--- config.mk ---
export PLATFORM = sky130hd
export DESIGN_NAME = tx_dac_out_flat
export DESIGN_NICKNAME = d
export VERILOG_FILES = /design/src/rtl/tx_dac_out_if.sv /design/src/rtl/tx_dac_out.sv /design/src/flat_wrapper.sv
export SDC_FILE = /design/constraint.sdc
export NUM_CORES = 1
export LEC_CHECK = 0
export ABC_AREA = 1
export BUFFER_PORTS_ARGS = -buffer_cell sky130_fd_sc_hd__buf_2
export CAP_MARGIN = 20
export CELL_PAD_IN_SITES_DETAIL_PLACEMENT = 0
export CELL_PAD_IN_SITES_GLOBAL_PLACEMENT = 2
export CORE_AREA = 8 8 236 181
export CTS_CLUSTER_SIZE = 20
export DETAILED_ROUTE_END_ITERATION = 10
export DIE_AREA = 0 0 244 189
export PLACE_DENSITY_LB_ADDON = 0.3
export SETUP_SLACK_MARGIN = 0.2
export SYNTH_ARGS = -nofsm -noshare
export SYNTH_HDL_FRONTEND = slang
export SYNTH_SLANG_ARGS = --single-unit
export TNS_END_PERCENT = 1
--- constraint.sdc ---
create_clock -name clk -period 4.5 [get_ports clk]
set_input_delay 0.225 -clock clk [delete_from_list [all_inputs] [get_ports clk]]
set_output_delay 0.225 -clock clk [all_outputs]
set_load 0.005 [all_outputs]
--- src/rtl/tx_dac_out_if.sv ---
// tx_dac_out_if -- sample stream bundle between the CP-insertion stage,
// the DAC output block and the DAC itself.
//   din_real/din_imag/din_valid : signed I/Q input samples and qualifier
//   dac_real/dac_imag/dac_valid : signed I/Q DAC samples and qualifier
// master : drives the input samples, observes the DAC samples
// slave  : the DAC output block (consumes input, produces DAC samples)
interface tx_dac_out_if #(
  parameter int DIN_W  = 18,
  parameter int DOUT_W = 12
);
  logic signed [DIN_W-1:0]  din_real;
  logic signed [DIN_W-1:0]  din_imag;
  logic                     din_valid;
  logic signed [DOUT_W-1:0] dac_real;
  logic signed [DOUT_W-1:0] dac_imag;
  logic                     dac_valid;

  modport master (
    output din_real, din_imag, din_valid,
    input  dac_real, dac_imag, dac_valid
  );

  modport slave (
    input  din_real, din_imag, din_valid,
    output dac_real, dac_imag, dac_valid
  );
endinterface

--- src/rtl/tx_dac_out.sv ---
// tx_dac_out -- rounds/saturates I/Q samples to DAC width, buffers them in
// an elastic FIFO and streams them to the DAC once enough are buffered
// (or after the input has gone quiet).
//   clk        : single rising-edge clock
//   rst_n      : asynchronous active-low reset
//   bus        : tx_dac_out_if slave (din_* in, dac_* out)
//   fifo_ovf   : sticky overflow flag, cleared only by reset
//   fifo_level : current FIFO occupancy
//
// state  | meaning
// IDLE   | buffering; DAC held at mid-scale (zero), waiting to prime/flush
// STREAM | popping one FIFO entry per cycle to the DAC until empty
module tx_dac_out #(
  parameter int DIN_W      = 18,
  parameter int DOUT_W     = 12,
  parameter int FIFO_DEPTH = 16,
  parameter int PRIME_LVL  = 8,
  parameter int FLUSH_CYC  = 16
) (
  input  logic                          clk,
  input  logic                          rst_n,
  tx_dac_out_if.slave                   bus,
  output logic                          fifo_ovf,
  output logic [$clog2(FIFO_DEPTH):0]   fifo_level
);

  localparam int SH = DIN_W - DOUT_W;
  localparam int SW = DIN_W + 1;
  localparam int AW = $clog2(FIFO_DEPTH);
  localparam int CW = $clog2(FLUSH_CYC + 1);

  localparam logic signed [SW-1:0] RND   = SW'(2 ** (SH - 1));
  localparam logic signed [SW-1:0] MAX_O = SW'((2 ** (DOUT_W - 1)) - 1);
  localparam logic signed [SW-1:0] MIN_O = SW'(-(2 ** (DOUT_W - 1)));
  localparam logic [AW:0]          DEPTH_L = (AW + 1)'(FIFO_DEPTH);
  localparam logic [CW-1:0]        FLUSH_L = CW'(FLUSH_CYC);

  typedef enum logic {ST_IDLE, ST_STREAM} state_t;

  state_t state, state_nxt;

  logic signed [DOUT_W-1:0] s1_real, s1_imag;
  logic                     s1_valid;

  logic [2*DOUT_W-1:0] mem [FIFO_DEPTH];
  logic [AW-1:0]       wr_ptr, rd_ptr;
  logic [CW-1:0]       idle_cnt;
  logic                full, rd_en, wr_en;

  // Round half-up then saturate; the sum carries one extra bit so the
  // rounding offset cannot wrap a full-scale positive input.
  function automatic logic signed [DOUT_W-1:0] round_sat(input logic signed [DIN_W-1:0] x);
    logic signed [SW-1:0] sum;
    logic signed [SW-1:0] shr;
    sum = {x[DIN_W-1], x} + RND;
    shr = sum >>> SH;
    if (shr > MAX_O)
      return DOUT_W'(MAX_O);
    else if (shr < MIN_O)
      return DOUT_W'(MIN_O);
    else
      return DOUT_W'(shr);
  endfunction

  always_ff @(posedge clk or negedge rst_n) begin
    if (!rst_n) begin
      s1_real  <= '0;
      s1_imag  <= '0;
      s1_valid <= 1'b0;
    end else begin
      s1_real  <= round_sat(bus.din_real);
      s1_imag  <= round_sat(bus.din_imag);
      s1_valid <= bus.din_valid;
    end
  end

  always_ff @(posedge clk or negedge rst_n) begin
    if (!rst_n) state <= ST_IDLE;
    else        state <= state_nxt;
  end

  always_comb begin
    state_nxt = state;
    case (state)
      ST_IDLE:
        if (int'(fifo_level) >= PRIME_LVL ||
            (idle_cnt == FLUSH_L && fifo_level != '0))
          state_nxt = ST_STREAM;
      ST_STREAM:
        if (fifo_level == '0)
          state_nxt = ST_IDLE;
      default: state_nxt = ST_IDLE;
    endcase
  end

  // Popping on the transition edge itself keeps the occupancy pinned at the
  // prime level during continuous input instead of overshooting by one.
  assign full  = (fifo_level == DEPTH_L);
  assign rd_en = (state_nxt == ST_STREAM) && (fifo_level != '0);
  assign wr_en = s1_valid && (!full || rd_en);

  always_ff @(posedge clk or negedge rst_n) begin
    if (!rst_n) begin
      idle_cnt <= '0;
    end else if (bus.din_valid || state != ST_IDLE || state_nxt != ST_IDLE) begin
      idle_cnt <= '0;
    end else if (idle_cnt != FLUSH_L) begin
      idle_cnt <= idle_cnt + CW'(1);
    end
  end

  always_ff @(posedge clk) begin
    if (wr_en) mem[wr_ptr] <= {s1_real, s1_imag};
  end

  always_ff @(posedge clk or negedge rst_n) begin
    if (!rst_n) begin
      wr_ptr     <= '0;
      rd_ptr     <= '0;
      fifo_level <= '0;
      fifo_ovf   <= 1'b0;
    end else begin
      if (wr_en) wr_ptr <= wr_ptr + AW'(1);
      if (rd_en) rd_ptr <= rd_ptr + AW'(1);
      case ({wr_en, rd_en})
        2'b10:   fifo_level <= fifo_level + (AW + 1)'(1);
        2'b01:   fifo_level <= fifo_level - (AW + 1)'(1);
        default: fifo_level <= fifo_level;
      endcase
      if (s1_valid && full && !rd_en) fifo_ovf <= 1'b1;
    end
  end

  always_ff @(posedge clk or negedge rst_n) begin
    if (!rst_n) begin
      bus.dac_real  <= '0;
      bus.dac_imag  <= '0;
      bus.dac_valid <= 1'b0;
    end else if (rd_en) begin
      bus.dac_real  <= mem[rd_ptr][2*DOUT_W-1:DOUT_W];
      bus.dac_imag  <= mem[rd_ptr][DOUT_W-1:0];
      bus.dac_valid <= 1'b1;
    end else begin
      bus.dac_real  <= '0;
      bus.dac_imag  <= '0;
      bus.dac_valid <= 1'b0;
    end
  end

endmodule
--- src/flat_wrapper.sv ---
// flat-port wrapper written by rule: the top's interface ports become plain ports
module tx_dac_out_flat 
#(
  parameter int DIN_W      = 18,
  parameter int DOUT_W     = 12,
  parameter int FIFO_DEPTH = 16,
  parameter int PRIME_LVL  = 8,
  parameter int FLUSH_CYC  = 16
)
  (clk, rst_n, fifo_ovf, fifo_level, bus_din_real, bus_din_imag, bus_din_valid, bus_dac_real, bus_dac_imag, bus_dac_valid);
  tx_dac_out_if #(.DIN_W(DIN_W), .DOUT_W(DOUT_W)) bus_i ();
  input  logic clk;
  input  logic rst_n;
  output logic fifo_ovf;
  output logic [$clog2(FIFO_DEPTH):0] fifo_level;
  input wire logic [$bits(bus_i.din_real)-1:0] bus_din_real;
  input wire logic [$bits(bus_i.din_imag)-1:0] bus_din_imag;
  input wire logic [$bits(bus_i.din_valid)-1:0] bus_din_valid;
  output wire logic [$bits(bus_i.dac_real)-1:0] bus_dac_real;
  output wire logic [$bits(bus_i.dac_imag)-1:0] bus_dac_imag;
  output wire logic [$bits(bus_i.dac_valid)-1:0] bus_dac_valid;
  assign bus_i.din_real = bus_din_real;
  assign bus_i.din_imag = bus_din_imag;
  assign bus_i.din_valid = bus_din_valid;
  assign bus_dac_real = bus_i.dac_real;
  assign bus_dac_imag = bus_i.dac_imag;
  assign bus_dac_valid = bus_i.dac_valid;
  tx_dac_out #(.DIN_W(DIN_W), .DOUT_W(DOUT_W), .FIFO_DEPTH(FIFO_DEPTH), .PRIME_LVL(PRIME_LVL), .FLUSH_CYC(FLUSH_CYC)) u_core (.clk(clk), .rst_n(rst_n), .bus(bus_i), .fifo_ovf(fifo_ovf), .fifo_level(fifo_level));
endmodule
# Word-level counts from Yosys, hierarchy flattened
# Memories as Yosys holds them, arrays and structs flattened.
# Index checks and enable logic that the tools add are counted.
dict set report totals {
  latch_bits 0
  memories 1
  out_inout_bits 31
  ramBits 384
  reg_bits 70
  elab_cells 61
  in_bits 39
  romBits 0
}
dict set report op_classes {
  n_reduce_logical 15
  mul 0
  div_mod_pow 0
  eq_ne 5
  shifts 0
  magnitude_cmp 5
  bitwise_logic 1
  mux 15
  add_sub_neg 7
}
# name words word_bits read_ports rd_clocked_by_memory_dff write_ports line
set memory_table {}
lappend memory_table {u_core.mem 16 24 1 0 1 tx_dac_out.sv:45} ;# logic [2*DOUT_W-1:0] mem [FIFO_DEPTH];
# cell count
set ops {}
lappend ops {{12-bit two-way mux} 6}
lappend ops {{18-bit by 7-bit adder with 19-bit output (second input constant)} 2}
lappend ops {{13-bit by 12-bit greater-than comparator with 1-bit output (second input constant)} 2}
lappend ops {{13-bit by 12-bit less-than comparator with 1-bit output (second input constant)} 2}
lappend ops {{5-bit by 1-bit adder with 5-bit output (second input constant)} 2}
lappend ops {{5-bit equality test (second input constant)} 2}
lappend ops {{5-bit two-way mux} 2}
lappend ops {{5-bit one-hot mux with 2 select lines} 1}
lappend ops {{4-bit by 1-bit adder with 4-bit output (second input constant)} 2}
lappend ops {{5-bit by 4-bit greater-or-equal comparator with 1-bit output (second input constant)} 1}
lappend ops {{1-bit logical AND} 5}
lappend ops {{5-bit zero test} 1}
lappend ops {{1-bit two-way mux} 5}
lappend ops {{5-bit inequality test (second input constant)} 1}
lappend ops {{5-bit nonzero test} 1}
lappend ops {{5-bit by 1-bit subtractor with 5-bit output (second input constant)} 1}
lappend ops {{1-bit logical OR} 4}
lappend ops {{2-bit nonzero test} 2}
lappend ops {{2-bit by 1-bit equality test with 1-bit output (second input constant)} 1}
lappend ops {{2-bit equality test (second input constant)} 1}
lappend ops {{1-bit zero test} 2}
lappend ops {{1-bit one-hot mux with 2 select lines} 1}
lappend ops {{1-bit NOT} 1}

# Depth between registers and ports, before layout
# Gate-level depths: netlist (run 1).
dict set report depth {
  ltp_word 10
  ltp_mapped 19
  depth_no_buf 19
}

# Worst setup path before layout (run 1)
# No wires, ideal clock.
dict set report synth_path {
  path_kind {register to register}
  start {register u_core.s1_valid}
  end {memory u_core.mem[7][0] (netlist name) (enable)}
  period_less_slack_ns 2.222
  t_arrival_ns 1.817
  t_required_ns 4.095
  stages_incl_launch_ff 4
  setup_ns 0.405
  slack_ns 2.278
  path_buffers 1
  path_cell_list {dfrtp_1 > clkbuf_1 > nand2_1 > nor2_1}
}
dict set report synth_between {
  elab_chain_len 3
}
# element line
set synth_rtl {}
lappend synth_rtl {{from (decl)} tx_dac_out.sv:43} ;# logic s1_valid;
lappend synth_rtl {{from (signal assigned)} tx_dac_out.sv:73} ;# s1_valid <= bus.din_valid;
lappend synth_rtl {{1-bit logical AND} tx_dac_out.sv:100} ;# assign wr_en = s1_valid && (!full || rd_en);
lappend synth_rtl {{1-bit two-way mux} tx_dac_out.sv:113} ;# if (wr_en) mem[wr_ptr] <= {s1_real, s1_imag};
lappend synth_rtl {{1-bit two-way mux (not written as such)} tx_dac_out.sv:113}
lappend synth_rtl {{to (decl)} tx_dac_out.sv:45}
# No other way between the ends.

# Worst setup path in the final report (run 1)
dict set report layout_path {
  start {register u_core.idle_cnt[0]}
  end {register u_core.bus.dac_imag[2]}
}
dict set report layout_between {
  elab_chain_len 7
}
# element line
set layout_rtl {}
lappend layout_rtl {{from (decl)} tx_dac_out.sv:47} ;# logic [CW-1:0] idle_cnt;
lappend layout_rtl {{from (signal assigned)} tx_dac_out.sv:108} ;# idle_cnt <= idle_cnt + CW'(1);
lappend layout_rtl {{5-bit equality test} tx_dac_out.sv:87} ;# (idle_cnt == FLUSH_L && fifo_level != '0))
lappend layout_rtl {{1-bit logical AND} tx_dac_out.sv:87}
lappend layout_rtl {{1-bit logical OR} tx_dac_out.sv:86} ;# if (int'(fifo_level) >= PRIME_LVL ||
lappend layout_rtl {{1-bit two-way mux} tx_dac_out.sv:86}
lappend layout_rtl {{1-bit one-hot mux with 2 select lines} tx_dac_out.sv:84} ;# case (state)
lappend layout_rtl {{1-bit logical AND} tx_dac_out.sv:99} ;# assign rd_en = (state_nxt == ST_STREAM) && (fifo_level != '0);
lappend layout_rtl {{12-bit two-way mux} tx_dac_out.sv:139} ;# end else if (rd_en) begin
lappend layout_rtl {{to (signal assigned)} tx_dac_out.sv:141} ;# bus.dac_imag <= mem[rd_ptr][DOUT_W-1:0];
lappend layout_rtl {{to (decl)} tx_dac_out_if.sv:25} ;# output dac_real, dac_imag, dac_valid
# No other way between the ends.
# A chain may end at the register's enable or synchronous reset.

==> results of run 1 <==
-- routing by layer --
| layer | up-vias | part of all wire, % | global-route usage [%] |
|---|---|---|---|
| met5 | - | 0 | 0 |
| met4 | 0 | 2.1 | 5.217 |
| met3 | 72 | 5.8 | 3.055 |
| met2 | 332 | 45 | 29.53 |
| met1 | 5506 | 47 | 28.44 |
| li1 | 5164 | - | - |
-- final timing paths --
check,start,cells past startpoint,endpoint,slack (ns)
max in group asynchronous,rst_n,3,u_core.s1_real[6]$_DFF_PN0_,3.32
min,bus_din_imag[8],4,u_core.s1_imag[2]$_DFF_PN0_,0.04
min reg2reg,u_core.fifo_ovf$_DFFE_PN0P_,0,u_core.fifo_ovf$_DFFE_PN0P_,0.39
max,u_core.idle_cnt[0]$_DFFE_PN0P_,9,u_core.bus.dac_imag[2]$_DFF_PN0_,1.80
min in group asynchronous,rst_n,2,u_core.fifo_level[2]$_DFFE_PN0P_,0.20
max reg2reg,u_core.idle_cnt[0]$_DFFE_PN0P_,9,u_core.bus.dac_imag[2]$_DFF_PN0_,1.80
-- repair_timing --
action | CTS | global route
hold buffers | 8 | 0
setup endpoints to repair | 0 | 0
setup buffers | 0 | 0
endpoints found under the hold margin | 41 | 0
-- tightest hold or removal path: cells and delay by family --
family,cells,cell delay [ns]
and+or+nand+nor,3,0.20
buffers and inverters,1,0.12
-- layout make-up --
cell class / instances / area [µm²] / share of cell area (%)
Sequential cell: 454 / 13290 / 64.88
Timing Repair Buffer: 93 / 643.1 / 3.140
Inverter: 43 / 168.9 / 0.8247
Clock buffer: 68 / 1275 / 6.225
Multi-Input combinational cell: 786 / 4332 / 21.15
Clock inverter: 16 / 122.6 / 0.5987
Tap cell: 520 / 650.6 / 3.177
-- stage by stage --
step | hold slack [ns] | util (%) | cells
2_1_floorplan | -0.07059 | - | 1368
3_3_place_gp | 0.2670 | 48.58 | 1886
3_5_place_dp | 0.2719 | 48.70 | 1888
4_1_cts | 0.01270 | 52.49 | 1980
5_1_grt | 0.03893 | 52.49 | 1980
6_report | 0.03740 | 52.49 | 1980
-- where the power goes --
| part | switching [W] | internal (W) |
|---|---|---|
| registers | 0.000362 | 0.00518 |
| logic | 0.00276 | 0.00128 |
| clock network | 0.00155 | 0.00203 |
-- cell families after synthesis --
| logic type | Yosys count |
|---|---|
| adder cells (fa/ha/maj) | 11 |
| AO/OA/AOI/OAI | 358 |
| XOR/XNOR | 16 |
| buffers and inverters | 128 |
| AND/OR/NAND/NOR | 401 |
| flip-flops | 454 |
-- sequential cells by signal (all words and copies together), names as in the netlist --
signal,cells
u_core.s1_real,12
u_core.bus.dac_real,12
u_core.mem,384
u_core.fifo_ovf,1
u_core.fifo_level,5
u_core.state,1
u_core.bus.dac_valid,1
u_core.bus.dac_imag,12
u_core.rd_ptr,4
u_core.s1_valid,1
u_core.wr_ptr,4
u_core.s1_imag,12
u_core.idle_cnt,5
-- placed cells by master, fill, tap and decap left out, drive strengths merged --
| cell | netlist | final |
|---|---|---|
| or2 | 4 | 4 |
| a221oi | 24 | 24 |
| inv | 43 | 44 |
| nand2 | 296 | 296 |
| a211oi | 25 | 25 |
| ha | 11 | 11 |
| a21oi | 196 | 196 |
| clkbuf | 48 | 68 |
| nand3 | 26 | 26 |
| a22oi | 48 | 48 |
| a32o | 24 | 24 |
| edfxtp | 384 | 384 |
| xnor2 | 4 | 4 |
| nor3 | 28 | 28 |
| o21ai | 36 | 36 |
| dlygate4sd3 | 0 | 8 |
| clkinv | 0 | 10 |
| a31oi | 3 | 3 |
| buf | 37 | 85 |
| clkinvlp | 0 | 4 |
| nand3b | 1 | 1 |
| dfrtp | 70 | 70 |
| nor2 | 38 | 38 |
| a31o | 2 | 2 |
| bufinv | 0 | 1 |
| nand4 | 8 | 8 |
| xor2 | 12 | 12 |
==> run_results.csv, run 1 <==
group,metric,value,unit
outcome,status,"completed",
synthesis,synth-xor-area-share,0.7775,%
final_layout,fin_area,20480,µm²
placement,placed_area,19000,µm²
placement,place_hpwl,24310,µm
floorplan,start_util,46.20,%
floorplan,rows,63,
synthesis,synth.area.mux_share,0,%
final_layout,drive_gt1_share,13.90,%
clock_tree,cts_buffer_depth,3,
setup_path,critPathArrivalTime,3.08,ns
clock_tree,cts_tree,"done",
setup_path,path_max_fanout,17,
sta,slew_viol_final,0,
floorplan,fp.dieArea,46120,µm²
route,drt_pass1_iterations,5,
synthesis,ys_ff_latch,454,
sta,hold_viol,0,
global_route,grt_overflow,0,
sta,fmax,0.3705,GHz
sta,period_minus_slack,2.699,ns
min_path,hp-class,"input pin to register",
synthesis,ys_seq_area_share,73.69,%
route,drcViolationCount,0,
synthesis,synth_top_family_by_area,"compound AO/OA/AOI/OAI gates",
route,num_vias,11070,
power_and_ir_drop,power.density,642.1,nW/µm²
route,drtIter0Drc,1084,
clock_tree,clkTransAtPathRegs,0.06,ns
clock_tree,htreeDepth,2,
clock_tree,clkSinkCount,454,
global_route,grt_pass1_wl,67800,µm
power_and_ir_drop,power,0.01315,W
route,ant_nets,0,
synthesis,ys_top_cells_by_area,"edfxtp_1, dfrtp_1, nand2_1, a21oi_1, a22oi_1",
synthesis,ys_warn_count,0,
power_and_ir_drop,ir_drop,0.0005019,V
floorplan,io_pins,70,
setup_path,max_stage_delay,0.49,ns
synthesis,synthFlopType,"edfxtp_1",
sta,rsz0062_at_grt,"no",
sta,worst_pin_slew,1.129,ns
floorplan,die_w,244,µm
route,routed_wl,44910,µm
final_layout,fill_cells,3328,
clock_tree,numCtsBuffers,45,
synthesis,syn_area_per_cell,13.18,µm²
placement,io_buffers,59,
sta,worst_slack,1.801,ns
sta,finalSetupViolations,0,
sta,skew,0.01189,ns
setup_path,slowest_stage,"nor3_1",
final_layout,fin_nets,1473,
sta,slew_headroom,24.52,%
final_layout,diodes,0,
synthesis,syn-num-nets,1418,
setup_path,start_kind,"register",
setup_path,crit_required,4.88,ns
global_route,first_global_vias,10630,
clock_tree,root_buffer,"clkbuf_16",
synthesis,syn_inst,1368,
clock_tree,cts_resized,0,
synthesis,synth_compound_gate_area_share,12.27,%
setup_path,cp_common_cell,"nand2_1",
route,vias_per_cell,5.593,
synthesis,postSynth.asyncResetShare,15.42,%
setup_path,critPathBufInv,2,
route,routedWlPerCell,22.68,µm
setup_path,crit_family,"simple AND/OR/NAND/NOR gates",
floorplan,core,39020,µm²
synthesis,synth_largest_area_cell,"edfxtp_1",
synthesis,synthesis.area,18020,µm²
synthesis,synth_top_area_share,63.97,%
synthesis,yosys.area_share.adder,0.7636,%
synthesis,synthDistinctLibCells,36,
final_layout,areaGrowthSynthToFinish,13.63,%
placement,globalplace.congestion,0.7318,
placement,preCtsSetupSlack,1.833,ns
floorplan,die_h,189,µm
global_route,antenna_found_initial,2,
synthesis,synth_edf_count,384,
global_route,grt_use_total,19.27,%
synthesis,ys_top_cells_by_count,"edfxtp_1, nand2_1, a21oi_1",
global_route,grt_max_degree,129,
power_and_ir_drop,leakagePower,7.187,nW
setup_path,crit_type,"register to register",
synthesis,synth.most_common_cell,"edfxtp_1",
sta,finalSetupTns,0,ns
run,drv_cap,0,
setup_path,worst_setup_path_end_kind,"register",
sta,finalCritPeriodShare,59.98,%
synthesis,yosys.area_share.simple,9.559,%
clock_tree,insertion_delay,0.56,ns
setup_path,path_cells,"inv_1, ha_1, nand2_1, nor2_2, nand2_1, nand2_1, nand2_1, buf_4, nor3_1",
No activity file was read; power rests on OpenSTA's default activity.
==> run 2: changes to the inputs <==
CORE_AREA = 8 8 243 187   (was 8 8 236 181)
DIE_AREA = 0 0 251 195   (was 0 0 244 189)
clock period = 2.5 ns   (was 4.5 ns; I/O delays follow)
==> run_results.csv, run 2 (synthesis results as in run 1) <==
group,metric,value,unit
sta,slew_viol_final,0,
placement,globalplace.congestion,0.7679,
placement,io_buffers,59,
clock_tree,clkTransAtPathRegs,0.06,ns
clock_tree,cts_tree,"done",
final_layout,fin_nets,1532,
route,drtIter0Drc,924,
sta,skew,0.01513,ns
setup_path,r2r_setup_slack,0.26,ns
global_route,grt_overflow,0,
sta,rsz0062_at_grt,"yes",
final_layout,areaGrowthSynthToFinish,18.04,%
route,routed_wl,45380,µm
clock_tree,clkSinkCount,454,
power_and_ir_drop,netSwitchingPower,0.008615,W
setup_path,timing.rr.end,"u_core.bus.dac_real[3]$_DFF_PN0_",
min_path,hold_start,"bus_din_real[14]",
sta,finalSetupTns,0,ns
clock_tree,htreeDepth,2,
sta,finalSetupViolations,0,
sta,hold_viol,0,
route,vias_per_cell,5.468,
min_path,hold_depth,5,
final_layout,largest_reg_flops,384,
floorplan,fp.dieArea,48950,µm²
sta,finalCritPeriodShare,89.67,%
global_route,antenna_found_initial,1,
sta,slew_headroom,64.69,%
floorplan,die_w,251,µm
clock_tree,root_buffer,"clkbuf_16",
final_layout,top_register,"u_core.mem",
setup_path,max_stage_delay,0.53,ns
min_path,holdPathEnd,"u_core.s1_real[10]$_DFF_PN0_",
global_route,grt_use_total,18.36,%
setup_path,cp_common_cell,"buf_4",
sta,fmax,0.4461,GHz
setup_path,path_cells,"inv_6, buf_4, nand2_1, a32o_1, o21ai_0, a21oi_1, nor3_1, buf_4",
setup_path,path_max_fanout,22,
route,num_vias,11240,
setup_path,crit_type,"register to register",
power_and_ir_drop,power.density,1160,nW/µm²
route,ant_nets,0,
final_layout,layout_common_cells,"edfxtp_1, nand2_1, a21oi_1",
power_and_ir_drop,power.share.combinational,32.3,%
global_route,grt_max_degree,82,
power_and_ir_drop,power.internal,0.01606,W
floorplan,rows,65,
setup_path,slowest_stage,"dfrtp_4",
placement,place_hpwl,26560,µm
run,drv_cap,0,
final_layout,diodes,0,
route,routedWlPerCell,22.07,µm
floorplan,die_h,195,µm
floorplan,io_pins,70,
route,drcViolationCount,0,
power_and_ir_drop,clkPwrFrac,27.7,%
setup_path,r2r.worst_path.cells,8,
floorplan,start_util,43.46,%
route,drt_pass1_iterations,5,
power_and_ir_drop,seq_power_share,40.0,%
setup_path,critPathArrivalTime,2.73,ns
final_layout,final_common_cell,"edfxtp_1",
setup_path,worst_setup_path_end_kind,"register",
clock_tree,numCtsBuffers,46,
setup_path,start_kind,"register",
global_route,first_global_vias,11110,
global_route,grt_pass1_wl,69560,µm
final_layout,finish.utilization,51.30,%
clock_tree,cts_buffer_depth,3,
power_and_ir_drop,leakagePower,7.604,nW
sta,worst_pin_slew,0.5297,ns
setup_path,crit_required,2.99,ns
clock_tree,insertion_delay,0.56,ns
power_and_ir_drop,ir_drop,0.0007991,V
final_layout,drive_gt1_share,16.71,%
power_and_ir_drop,sw_frac_of_total,34.91,%
sta,period_minus_slack,2.242,ns
floorplan,core,41480,µm²
min_path,hp-class,"input pin to register",
outcome,status,"completed",
setup_path,r2r-start,"u_core.rd_ptr[0]$_DFFE_PN0P_",
[run 2: per-stage QoR]
| stage | total power (W) | area [µm²] | hold slack [ns] | instances | worst slack (ns) |
|---|---|---|---|---|---|
| final | 0.02468 | 21280 | 0.04014 | 2056 | 0.2583 |
| after global routing | 0.02607 | 21280 | 0.04345 | 2056 | 0.1365 |
| after CTS | 0.02488 | 21240 | 0.01154 | 2054 | 0.2598 |
| after detailed placement | 0.01798 | 19410 | -0.01622 | 1938 | 0.3068 |
| after global placement | 0.01793 | 19410 | -0.01619 | 1938 | 0.2843 |
| after floorplan | 0.01467 | 18020 | -0.1706 | 1368 | 0.2782 |
[run 2: layout make-up]
class | instances | area [µm²]
timing repair buffer | 151 | 1264
inverter | 43 | 168.9
tap | 536 | 670.6
clock inverter | 24 | 217.7
clock buffer | 62 | 1313
multi-input combinational | 786 | 4354
sequential | 454 | 13290
fill | 3529 | 20200
[run 2: worst max-delay path by stage]
stage / start / slack [ns] / endpoint / cells past startpoint
2_1_floorplan: u_core.s1_valid$_DFF_PN0_ / 0.28 / u_core.mem[7][0]$_DFFE_PP_ / 3
4_1_cts: bus_din_real[6] / 0.26 / u_core.s1_real[5]$_DFF_PN0_ / 13
3_3_place_gp: u_core.idle_cnt[0]$_DFFE_PN0P_ / 0.28 / u_core.fifo_level[4]$_DFFE_PN0P_ / 17
3_5_place_dp: u_core.idle_cnt[0]$_DFFE_PN0P_ / 0.31 / u_core.fifo_level[4]$_DFFE_PN0P_ / 17
5_1_grt: u_core.idle_cnt[0]$_DFFE_PN0P_ / 0.14 / u_core.fifo_level[4]$_DFFE_PN0P_ / 17
6_report: u_core.rd_ptr[0]$_DFFE_PN0P_ / 0.26 / u_core.bus.dac_real[3]$_DFF_PN0_ / 8
[run 2: critical path: cells and delay by family, from the launching register on]
family,cells,cell delay (ns)
simple gates,2,0.49
flops,1,0.53
compound gates,3,0.45
buf+inv,3,0.70
[run 2: power groups by stage]
stage / sequential, W / combinational, W / clock (W)
2_1_floorplan: 0.00981 / 0.00486 / 0
3_3_place_gp: 0.0100 / 0.00792 / 0
3_5_place_dp: 0.0100 / 0.00796 / 0
4_1_cts: 0.00988 / 0.00803 / 0.00697
5_1_grt: 0.00996 / 0.00884 / 0.00727
6_report: 0.00987 / 0.00797 / 0.00684
[run 2: layer usage]
layer / up-vias / wire length (µm) / track usage, %
met5: - / 0 / 0
met4: 0 / 665 / 3.681
met3: 52 / 2223 / 2.893
met2: 260 / 20860 / 29.00
met1: 5637 / 21630 / 26.82
li1: 5293 / - / -
[run 2: what timing repair did]
item / CTS / global route
buffers inserted: 0 / 2
hold endpoints to repair: 94 / 0
hold buffers: 30 / 0
setup endpoints to repair: 0 / 4
resized for setup: 0 / 5
